**config.mk**
```make
export PLATFORM = sky130hd
export DESIGN_NAME = alu_exec_unit
export DESIGN_NICKNAME = d
export VERILOG_FILES = /design/src/rtl/alu_exec_unit.sv
export SDC_FILE = /design/constraint.sdc
export NUM_CORES = 1
export LEC_CHECK = 0
export BUFFER_PORTS_ARGS = -buffer_cell sky130_fd_sc_hd__buf_2
export CORE_ASPECT_RATIO = 0.6
export CORE_MARGIN = 10
export CORE_UTILIZATION = 60
export CTS_CLUSTER_SIZE = 30
export DETAILED_ROUTE_END_ITERATION = 7
export PLACE_DENSITY = 0.84
export SLEW_MARGIN = 20
export SYNTH_ARGS = -nofsm -noshare
export SYNTH_HDL_FRONTEND = slang
export SYNTH_SLANG_ARGS = --single-unit
```
**constraint.sdc**
```tcl
create_clock -name clk -period 2.7 [get_ports clk]
set_input_delay 0.54 -clock clk [delete_from_list [all_inputs] [get_ports clk]]
set_output_delay 0.54 -clock clk [all_outputs]
set_load 0.01 [all_outputs]
```
**src/rtl/alu_exec_unit.sv**
```systemverilog
// alu_exec_unit: execute stage of the 5-stage MIPS pipeline.
// Decodes ALUop/funct, runs the 32-bit ALU on reg_data1 and the operand-B
// mux, and computes the branch target. All outputs are registered into the
// EX/MEM boundary with one cycle of latency.
// Optional feature macro: ALU_OVERFLOW_EN adds a registered signed-overflow
// output for ADD/SUB. Without it, the port and its logic are removed.
module alu_exec_unit (
    input  logic        clk,
    input  logic        reset,
    input  logic [2:0]  alu_op,
    input  logic        alu_src,
    input  logic [31:0] reg_data1,
    input  logic [31:0] reg_data2,
    input  logic [31:0] sign_ext_imm,
    input  logic [31:0] incremented_pc,
    output logic [31:0] alu_result,
    output logic        zero_flag,
`ifdef ALU_OVERFLOW_EN
    output logic        overflow,
`endif
    output logic [31:0] branch_address
);

    typedef enum logic [2:0] {
        CTL_ADD,
        CTL_SUB,
        CTL_AND,
        CTL_OR,
        CTL_NOR,
        CTL_SLT,
        CTL_SLL,
        CTL_SRL
    } alu_ctl_t;

    alu_ctl_t    alu_ctl;
    logic [5:0]  funct;
    logic [4:0]  shamt;
    logic [31:0] operand_b;
    logic [31:0] add_sum;
    logic [31:0] sub_diff;
    logic        slt_bit;
    logic [31:0] result_next;
    logic        zero_next;
    logic [31:0] branch_next;

    assign funct     = sign_ext_imm[5:0];
    assign shamt     = sign_ext_imm[10:6];
    assign operand_b = alu_src ? sign_ext_imm : reg_data2;
    assign add_sum   = reg_data1 + operand_b;
    assign sub_diff  = reg_data1 - operand_b;
    assign slt_bit   = ($signed(reg_data1) < $signed(operand_b));

    // ALU control decode: ALUop selects the operation, funct refines R-type
    always_comb begin
        alu_ctl = CTL_ADD;
        case (alu_op)
            3'b000: alu_ctl = CTL_ADD;
            3'b001: alu_ctl = CTL_SUB;
            3'b010: begin
                case (funct)
                    6'b100000: alu_ctl = CTL_ADD;
                    6'b100010: alu_ctl = CTL_SUB;
                    6'b100100: alu_ctl = CTL_AND;
                    6'b100101: alu_ctl = CTL_OR;
                    6'b100111: alu_ctl = CTL_NOR;
                    6'b101010: alu_ctl = CTL_SLT;
                    6'b000000: alu_ctl = CTL_SLL;
                    6'b000010: alu_ctl = CTL_SRL;
                    default:   alu_ctl = CTL_ADD;
                endcase
            end
            3'b011: alu_ctl = CTL_AND;
            3'b100: alu_ctl = CTL_OR;
            3'b101: alu_ctl = CTL_SLT;
            default: alu_ctl = CTL_ADD;   // 110 (addi) and 111
        endcase
    end

    // ALU datapath: shifts act on rt directly, operand A is ignored for them
    always_comb begin
        result_next = add_sum;
        case (alu_ctl)
            CTL_ADD: result_next = add_sum;
            CTL_SUB: result_next = sub_diff;
            CTL_AND: result_next = reg_data1 & operand_b;
            CTL_OR:  result_next = reg_data1 | operand_b;
            CTL_NOR: result_next = ~(reg_data1 | operand_b);
            CTL_SLT: result_next = {31'b0, slt_bit};
            CTL_SLL: result_next = reg_data2 << shamt;
            CTL_SRL: result_next = reg_data2 >> shamt;
            default: result_next = add_sum;
        endcase
    end

    assign zero_next   = (result_next == 32'd0);
    // Immediate << 2 drops its two top bits; the sum wraps modulo 2^32
    assign branch_next = incremented_pc + {sign_ext_imm[29:0], 2'b00};

    // EX/MEM result registers; reset forces zero_flag low so no branch fires
    always_ff @(posedge clk or posedge reset) begin
        if (reset) begin
            alu_result     <= 32'd0;
            zero_flag      <= 1'b0;
            branch_address <= 32'd0;
        end else begin
            alu_result     <= result_next;
            zero_flag      <= zero_next;
            branch_address <= branch_next;
        end
    end

`ifdef ALU_OVERFLOW_EN
    logic overflow_next;

    // Signed overflow: ADD of like-signed or SUB of unlike-signed operands
    // producing a result whose sign differs from operand A
    always_comb begin
        overflow_next = 1'b0;
        case (alu_ctl)
            CTL_ADD: overflow_next = (reg_data1[31] == operand_b[31]) &&
                                     (add_sum[31] != reg_data1[31]);
            CTL_SUB: overflow_next = (reg_data1[31] != operand_b[31]) &&
                                     (sub_diff[31] != reg_data1[31]);
            default: overflow_next = 1'b0;
        endcase
    end

    // Overflow flag registered alongside the result
    always_ff @(posedge clk or posedge reset) begin
        if (reset) begin
            overflow <= 1'b0;
        end else begin
            overflow <= overflow_next;
        end
    end
`endif

endmodule

```
==> impl_results.md, run 1 <==
- Post-cts resize count: between 200 and 300
- Failed at: clock tree synthesis
- Err: [ERROR DPL-0038] Utilization greater than 100%, impossible to legalize
- Placed Area: 19400 µm²
- Synth async-reset ratio: 100%
- Hold_buf cts: 0
- Sequential cell area fraction in the yosys report: 12.8%
- CTS Buffer Depth: 2
- Cells after Synth: ~1.6k
- Prevailing post-synth register cell: dfrtp_1
- Post-Syn Area: roughly 13000 µm²
- Yosys cell types: between 90 and 100
- Cts bufs inserted: 9
- CTS H-tree depth: 3
- Net Count, Synth: ~1.9k
- Die W: around 210 µm
- Number of synthesized flops with an enable pin: 0
- DIE HEIGHT: about 130 µm
- Port Buf Inserts: 198
- DP HPWL: 65200 µm
- Run status: stopped before the end
- Post-placement cell count: 2704
- Syn. warnings: 0
- #FFs+latches synth: 65
- IO Pins: a little under 200
- Setup bufs post-CTS: 58
- Gpl congestion: ~1.2
- Root Buffer: clkbuf_16
- Average size of a mapped cell: a little under 8 µm²
- Sink Count: 65
- # rows: between 40 and 50
- Initial Util: between 60% and 70%
==> cell usage after synthesis, types with 36 or more instances <==
cell,number,area (µm²)
o21ai_0,79,395
nor2_1,149,559
inv_1,114,428
mux4_2,36,811
nand2_1,116,435
a21oi_1,127,636
mux2i_1,84,841
dfrtp_1,65,1630
ha_1,140,1750
clkbuf_1,50,188
xnor2_1,36,315
nor3_1,36,180
==> per-stage QoR <==
step | worst slack, ns | util, % | hold slack, ns
after floorplan | -2.12 | - | 0.571
after global placement | -2.42 | 92.8 | 0.574
after detailed placement | -2.83 | 92.8 | 0.622
==> cell families after synthesis <==
kind of cell,after synthesis,synth area share (%)
compound gates,513,27.6
xor+xnor,53,3.64
fa+ha+maj,143,14.2
buf+inv,201,6.17
flops,65,12.8
mux,158,16.3
simple gates,495,19.2
==> run 2, diff against run 1 <==
CORE_ASPECT_RATIO = unset   (was 0.6)
CORE_UTILIZATION = 40   (was 60)
CTS_CLUSTER_SIZE = unset   (was 30)
PLACE_DENSITY = unset   (was 0.84)
PLACE_DENSITY_LB_ADDON = 0.15   (was unset)
==> run 2 against run 1 <==
Effect of this change:
- synthesized cell count stayed put
- area after synthesis stayed put
- the flow now finishes, with violations (negative setup slack)
==> impl_results.md, run 2 <==
- Run status: complete, but fails checks
- Violated checks: negative setup slack
- CTS tree: yes
- GRT Residual Overflow: 0
- DIE HEIGHT: 198 µm (+49%)
- WL/cell: 23.0 µm
- Top cells by count, synth: 149 x nor2_1, 140 x ha_1, 127 x a21oi_1
- Number of synthesized flops with an enable pin: 0 (unchanged)
- IO Pins: 199 (unchanged)
- WL final: 66900 µm
- Syn-to-layout area delta: 71.1%
- Cells after Synth: 1628 (unchanged)
- Die area: 39400 µm²
- Final min period: ~4.6 ns
- Worst relative slew slack: 60.3%
- Average size of a mapped cell: 7.82 µm² (unchanged)
- Cts bufs inserted: 9 (unchanged)
- Highest-count cells in the layout ignoring fill and taps: 671 x buf_4, 193 x buf_2, 141 x nor2_1
- Worst slew pin tran: about 0.58 ns
- Leak pwr: roughly 10 nW
- Sink Count: 65 (unchanged)
- Clock Pin Slew Worst Setup and Hold Paths: ~0.070 ns
- Die W: 198 µm (-4.6%)
- Yosys top cell area share: 13.8% (unchanged)
- Crit share post-route: 171%
- Synth area leaders: ha_1 14%, dfrtp_1 13%, mux2i_1 6.6%, mux4_2 6.4%, a21oi_1 5.0%
- Fillers: roughly 2.7k
- Drt drc: 0
- Synth async-reset ratio: 100% (unchanged)
- Peak VDD IR: between 300 and 400 µV
- Arr. time, crit path: just under 5 ns
- Post-Syn Area: 12700 µm² (unchanged)
- Initial antenna violation count: 0
- Port Buf Inserts: 198 (unchanged)
- GR Util All Layers: about 32%
- Worst hold slack: ~0.25 ns
- Sw Pwr: about 0.0034 W
- Hold_buf cts: 0 (unchanged)
- Most frequent cell after synthesis: nor2_1
- Final setup viols: 35
- Net Count, Synth: 1905 (unchanged)
- Number of global-route vias before repair: approximately 17k
- Share of cells above drive strength 1: approximately half
- Sequential group share of total power: 15.2%
- Final Util: a little under 70%
- Achievable Freq: between 0.2 and 0.25 GHz
- Startpoint types: input port
- Nets: 2771
- 1st-pass router iterations: 6
- Sw frac: 42.5%
- Fin area: between 20000 and 25000 µm²
- Gpl congestion: 1.03 (-15%)
- #FFs+latches synth: 65 (unchanged)
- Yosys cell types: 91 (unchanged)
- Syn. warnings: 0 (unchanged)
- Synth area leader: ha_1
- DRT antenna net count: 0
- Max-cap violations: 0
- Core box area: between 30000 and 40000 µm²
- Antenna cells: 0
- Max-slew violations: 0
- Largest net degree at the start of global routing: between 40 and 50
- First-pass GRT wire length: 97800 µm
- PwrDens: 370 nW/µm²
- DP HPWL: 54500 µm (-16%)
- CTS Buffer Depth: 2 (unchanged)
- Prevailing post-synth register cell: dfrtp_1
- Worst Path Required: around 3.0 ns
- CTS H-tree depth: 3 (unchanged)
- # rows: 65 (+59%)
- Unrepaired setup endpoints after global routing: yes
- Sequential cell area fraction in the yosys report: 12.8% (unchanged)
- Post-route setup slack: -1.93 ns
- CP max FO: 7
- Starting DRT DRC Count: ~1.5k
- Cell-internal power: 0.00464 W
- Hold Crit Class: input port to asynchronous set/reset pin
- Crit path kind: input port to flip-flop
- Initial Util: 40.5% (-20 points)
- Clock share of power: roughly 16%
- Hold Fails Final Rpt: 0
- Placed Area: 19600 µm² (+1.1%)
- Worst Setup End Kind: flip-flop
- Commonest non-fill, non-tap cell in the layout: buf_4
- Root Buffer: clkbuf_16
- Gate power share: 69.1%
- Vias per cell: 5.87
- DR vias: roughly 17k
- Regs by FF count: alu_result (32), branch_address (32), zero_flag (1)
## run 2: cell counts after synthesis
Identical to the previous run, type by type.
## run 2: power by group through the flow
stage | clock network, W | logic [W] | registers (W)
6_report | 0.00127 | 0.00558 | 0.00122
5_1_grt | 0.00130 | 0.00589 | 0.00125
4_1_cts | 0.00128 | 0.00522 | 0.00123
3_5_place_dp | 0 | 0.00476 | 0.00124
3_3_place_gp | 0 | 0.00474 | 0.00124
2_1_floorplan | 0 | 0.00220 | 0.00137
## run 2: through the flow
step,setup TNS (ns),cells,power [W],setup WS (ns)
6_report,-20.13,2901,0.00807,-1.93
5_1_grt,-23.37,2901,0.00844,-2.04
4_1_cts,-21.10,2888,0.00773,-1.96
3_5_place_dp,-45.99,2832,0.00601,-2.84
3_3_place_gp,-43.72,2832,0.00598,-2.73
2_1_floorplan,-17.76,1628,0.00357,-2.12
## run 2: layout make-up
class | count | area (µm²) | share of cell area, %
sequential | 65 | 1630 | 7.46
multi-input combinational | 1362 | 11900 | 54.6
tap | 402 | 503 | 2.31
clock inverter | 5 | 56.3 | 0.258
timing repair buffer | 940 | 7030 | 32.3
inverter | 116 | 438 | 2.01
clock buffer | 11 | 233 | 1.07
## run 2: logic make-up (layout without fill, tap and decap cells)
logic type / after synthesis / after routing / share of synthesized area (%)
AO/OA/AOI/OAI: 513 / 513 / 27.6
AND/OR/NAND/NOR: 495 / 495 / 19.2
buffers and inverters: 201 / 1072 / 6.17
multiplexers: 158 / 158 / 16.3
adder cells (fa/ha/maj): 143 / 143 / 14.2
flip-flops: 65 / 65 / 12.8
XOR/XNOR: 53 / 53 / 3.64
## run 2: layer usage
layer  vias up  track usage, %  wire [µm]
li1       7832               -          -
met1      8272            40.9      28100
met2       766            54.3      31500
met3       153            4.95       4860
met4         0            10.6       2300
met5         -               0          0
## run 2: path summary, 6_finish.rpt
| kind | endpoint | start | cells after the start | slack, ns |
|---|---|---|---|---|
| worst max-delay path | zero_flag | alu_src | 17 | -1.93 |
| worst min-delay path | branch_address[0] | reset | 2 | 0.25 |
| max in group asynchronous | alu_result[11] | reset | 3 | 1.79 |
| min in group clk | branch_address[0] | incremented_pc[0] | 1 | 0.29 |
## run 2: critical path, cell delays in order
cell	delay, ns
buf_16	0.13
buf_16	0.16
mux2i_4	0.36
ha_4	0.28
nor4_4	0.30
buf_4	0.19
nand2_2	0.06
and4_4	0.19
a211oi_4	0.30
a21o_1	0.23
o221ai_2	0.12
a221o_1	0.37
or4b_4	0.52
nor4_4	0.27
nand4bb_1	0.19
or4_4	0.49
nor4_4	0.18
## run 2: timing repair
action | in CTS | in global routing
gates resized for setup | 173 | 133
setup endpoints to repair | 40 | 43
setup buffers | 51 | 40
gates cloned | 1 | 0
pin swaps | 107 | 86
No activity file was read; power rests on OpenSTA's default activity.
==> run 3, diff against run 2 <==
PLACE_DENSITY_LB_ADDON = 0.3   (was 0.15)
REMOVE_ABC_BUFFERS = 1   (was unset)
clock period = 4 ns   (was 2.7 ns; I/O delays follow)
==> run 3 against run 2 <==
Effect of this change:
- sequential cell count is the same
- sequential share of layout area grew 0.70 points
- setup slack gained 0.77 ns
- global-route usage grew 0.55 points
- combinational power shrank 40%
- non-clock buffer count shrank 77
- worst hold slack gained 0.28 ns
- largest cell class unchanged
- cell count shrank 2.7%
- the flow still finishes with violations (negative setup slack)
- critical endpoint unchanged
- die area is the same
- largest power group unchanged
- critical path type unchanged
==> impl_results.md, run 3 (synthesis results as in run 2) <==
- Crit-path cells: buf_12 > buf_12 > mux2i_2 > inv_2 > buf_6 > ha_4 > inv_1 > fa_2 > buf_6 > nand2b_4 > a211oi_4 > mux2_2 > nor4_1 > nor4_1 > o211ai_1 > or4_1 > or4_4 > nor4_4 > buf_4 > nand4bb_1 > or4_4 > nor4_4
- GR Util All Layers: 32.7% (+0.55 points)
- Final min period: approximately 5.2 ns
- Worst hold slack: 0.532 ns (+0.283 ns)
- # rows: 65 (unchanged)
- IO Pins: 199 (unchanged)
- Achievable Freq: a little under 0.2 GHz
- Clock Pin Slew Worst Setup and Hold Paths: 0.06 ns (about the same)
- PwrDens: 250 nW/µm² (-33%)
- First-pass GRT wire length: 98800 µm (+1.0%)
- GRT Residual Overflow: 0 (unchanged)
- Worst hold start: incremented_pc[1]
- Commonest non-fill, non-tap cell in the layout: buf_4
- Worst Setup End Kind: flip-flop
- Initial Util: 40.5% (unchanged)
- Max-cap violations: 0 (unchanged)
- CTS H-tree depth: 3 (unchanged)
- DR vias: 16.8k (-1.6%)
- Drt drc: 0 (unchanged)
- Arr. time, crit path: 5.44 ns (+0.55 ns)
- Starting DRT DRC Count: 1892 (+28%)
- Nets: 2694 (-2.8%)
- Core box area: 31500 µm² (unchanged)
- Peak VDD IR: 231 µV (-27%)
- DP HPWL: 55600 µm (+2.0%)
- Die area: 39400 µm² (unchanged)
- Initial antenna violation count: 2 (+2)
- Syn-to-layout area delta: 56.5%
- Crit path kind: input port to flip-flop
- Startpoint types: input port
- Cts bufs inserted: 9 (unchanged)
- DRT antenna net count: 0 (unchanged)
- Final setup viols: 5 (-86%)
- Run status: complete, but fails checks
- Worst Setup SP: alu_src
- Port Buf Inserts: 198 (unchanged)
- Die W: 198 µm (unchanged)
- Antenna cells: 0 (unchanged)
- Max-slew violations: 0 (unchanged)
- WL final: 66100 µm (-1.2%)
- Hold_buf cts: 0 (unchanged)
- Placed Area: 18900 µm² (-3.7%)
- 1st-pass router iterations: 6 (unchanged)
- Leak pwr: 9.78 nW (-5.9%)
- DIE HEIGHT: 198 µm (unchanged)
- Sink Count: 65 (unchanged)
- Gpl congestion: 1.08 (+5.0%)
- Crit share post-route: 129%
- CTS Buffer Depth: 2 (unchanged)
- Critical-path top delay cell: or4_1
- Fin area: 19900 µm² (-8.5%)
- Worst relative slew slack: 41.3% (-19 points)
- Vias per cell: 5.93 (+1.1%)
- CTS tree: yes
- Design Power: 0.00497 W (-38%)
- Largest net degree at the start of global routing: 44 (unchanged)
- Worst Path Required: 4.28 ns (+1.32 ns)
- Hold Fails Final Rpt: 0 (unchanged)
- Dpl ws: -1.79 ns (+1.05 ns)
- Hold Crit Class: input port to flip-flop
- Number of global-route vias before repair: 16.6k (-1.5%)
- Share of cells above drive strength 1: 43.3% (-6.5 points)
- Highest-count cells in the layout ignoring fill and taps: 650 x buf_4, 196 x buf_2, 146 x nor2_1
- WL/cell: 23.4 µm (+1.5%)
- Worst slew pin tran: 0.879 ns (+0.300 ns)
- CP max FO: 6 (-1)
- CP Capture Point: zero_flag
- Root Buffer: clkbuf_16
- Slowest stage delay, CP: 0.53 ns (about the same)
- Post-route setup slack: -1.16 ns (+0.769 ns)
- Regs by FF count: alu_result (32), branch_address (32), zero_flag (1)
- Violated checks: negative setup slack
- Unrepaired setup endpoints after global routing: yes
==> run 3: critical path, delay by kind of cell <==
family                     cells  cell delay, ns
AOI/OAI and AO/OA              2            0.47
adders and majority gates      2            0.36
buffers and inverters          7            0.76
muxes                          2            0.48
and+or+nand+nor                9            2.54
==> run 3: routing by layer <==
metal,global-route usage [%],wire length [µm],part of all wire (%)
met5,0,14,0.021
met4,10.4,2010,3.0
met3,7.47,6270,9.5
met2,52.4,29900,45
met1,42.6,27900,42
==> run 3: metrics by stage <==
stage | util [%] | TNS, ns | instances
after floorplan | - | -0.949 | 1543
after global placement | 60.0 | -11.46 | 2797
after detailed placement | 60.0 | -13.95 | 2797
after CTS | 62.4 | -1.47 | 2822
after global routing | 63.3 | -2.32 | 2824
final | 63.3 | -1.48 | 2824
==> run 3: timing repair <==
action	CTS	global route
pin swaps	22	23
gates resized for setup	80	56
cloned	1	0
setup endpoints to repair	16	14
setup buffers	8	4
==> run 3: area by class of cell <==
cell class	count	area, µm²
repair buffers	863	6160
fillers	2841	11500
well taps	402	503
multi-input cells	1362	10900
flip-flops and latches	65	1630
clock inverters	4	26.3
clock buffers	12	267
inverters	116	437
==> run 3: power by group <==
group	total (W)	leakage (nW)	internal (W)	switching, W
logic	0.00333	8.86	0.00159	0.00174
registers	0.000828	0.768	0.000796	0.0000323
clock network	0.000811	0.145	0.000469	0.000343
==> run 3: worst min-delay path by stage <==
stage                        endpoint  cells past startpoint
finish              branch_address[1]                      1
global route        branch_address[0]                      1
CTS                 branch_address[1]                      1
detailed placement  branch_address[1]                      1
global placement    branch_address[0]                      1
floorplan           branch_address[0]                      0
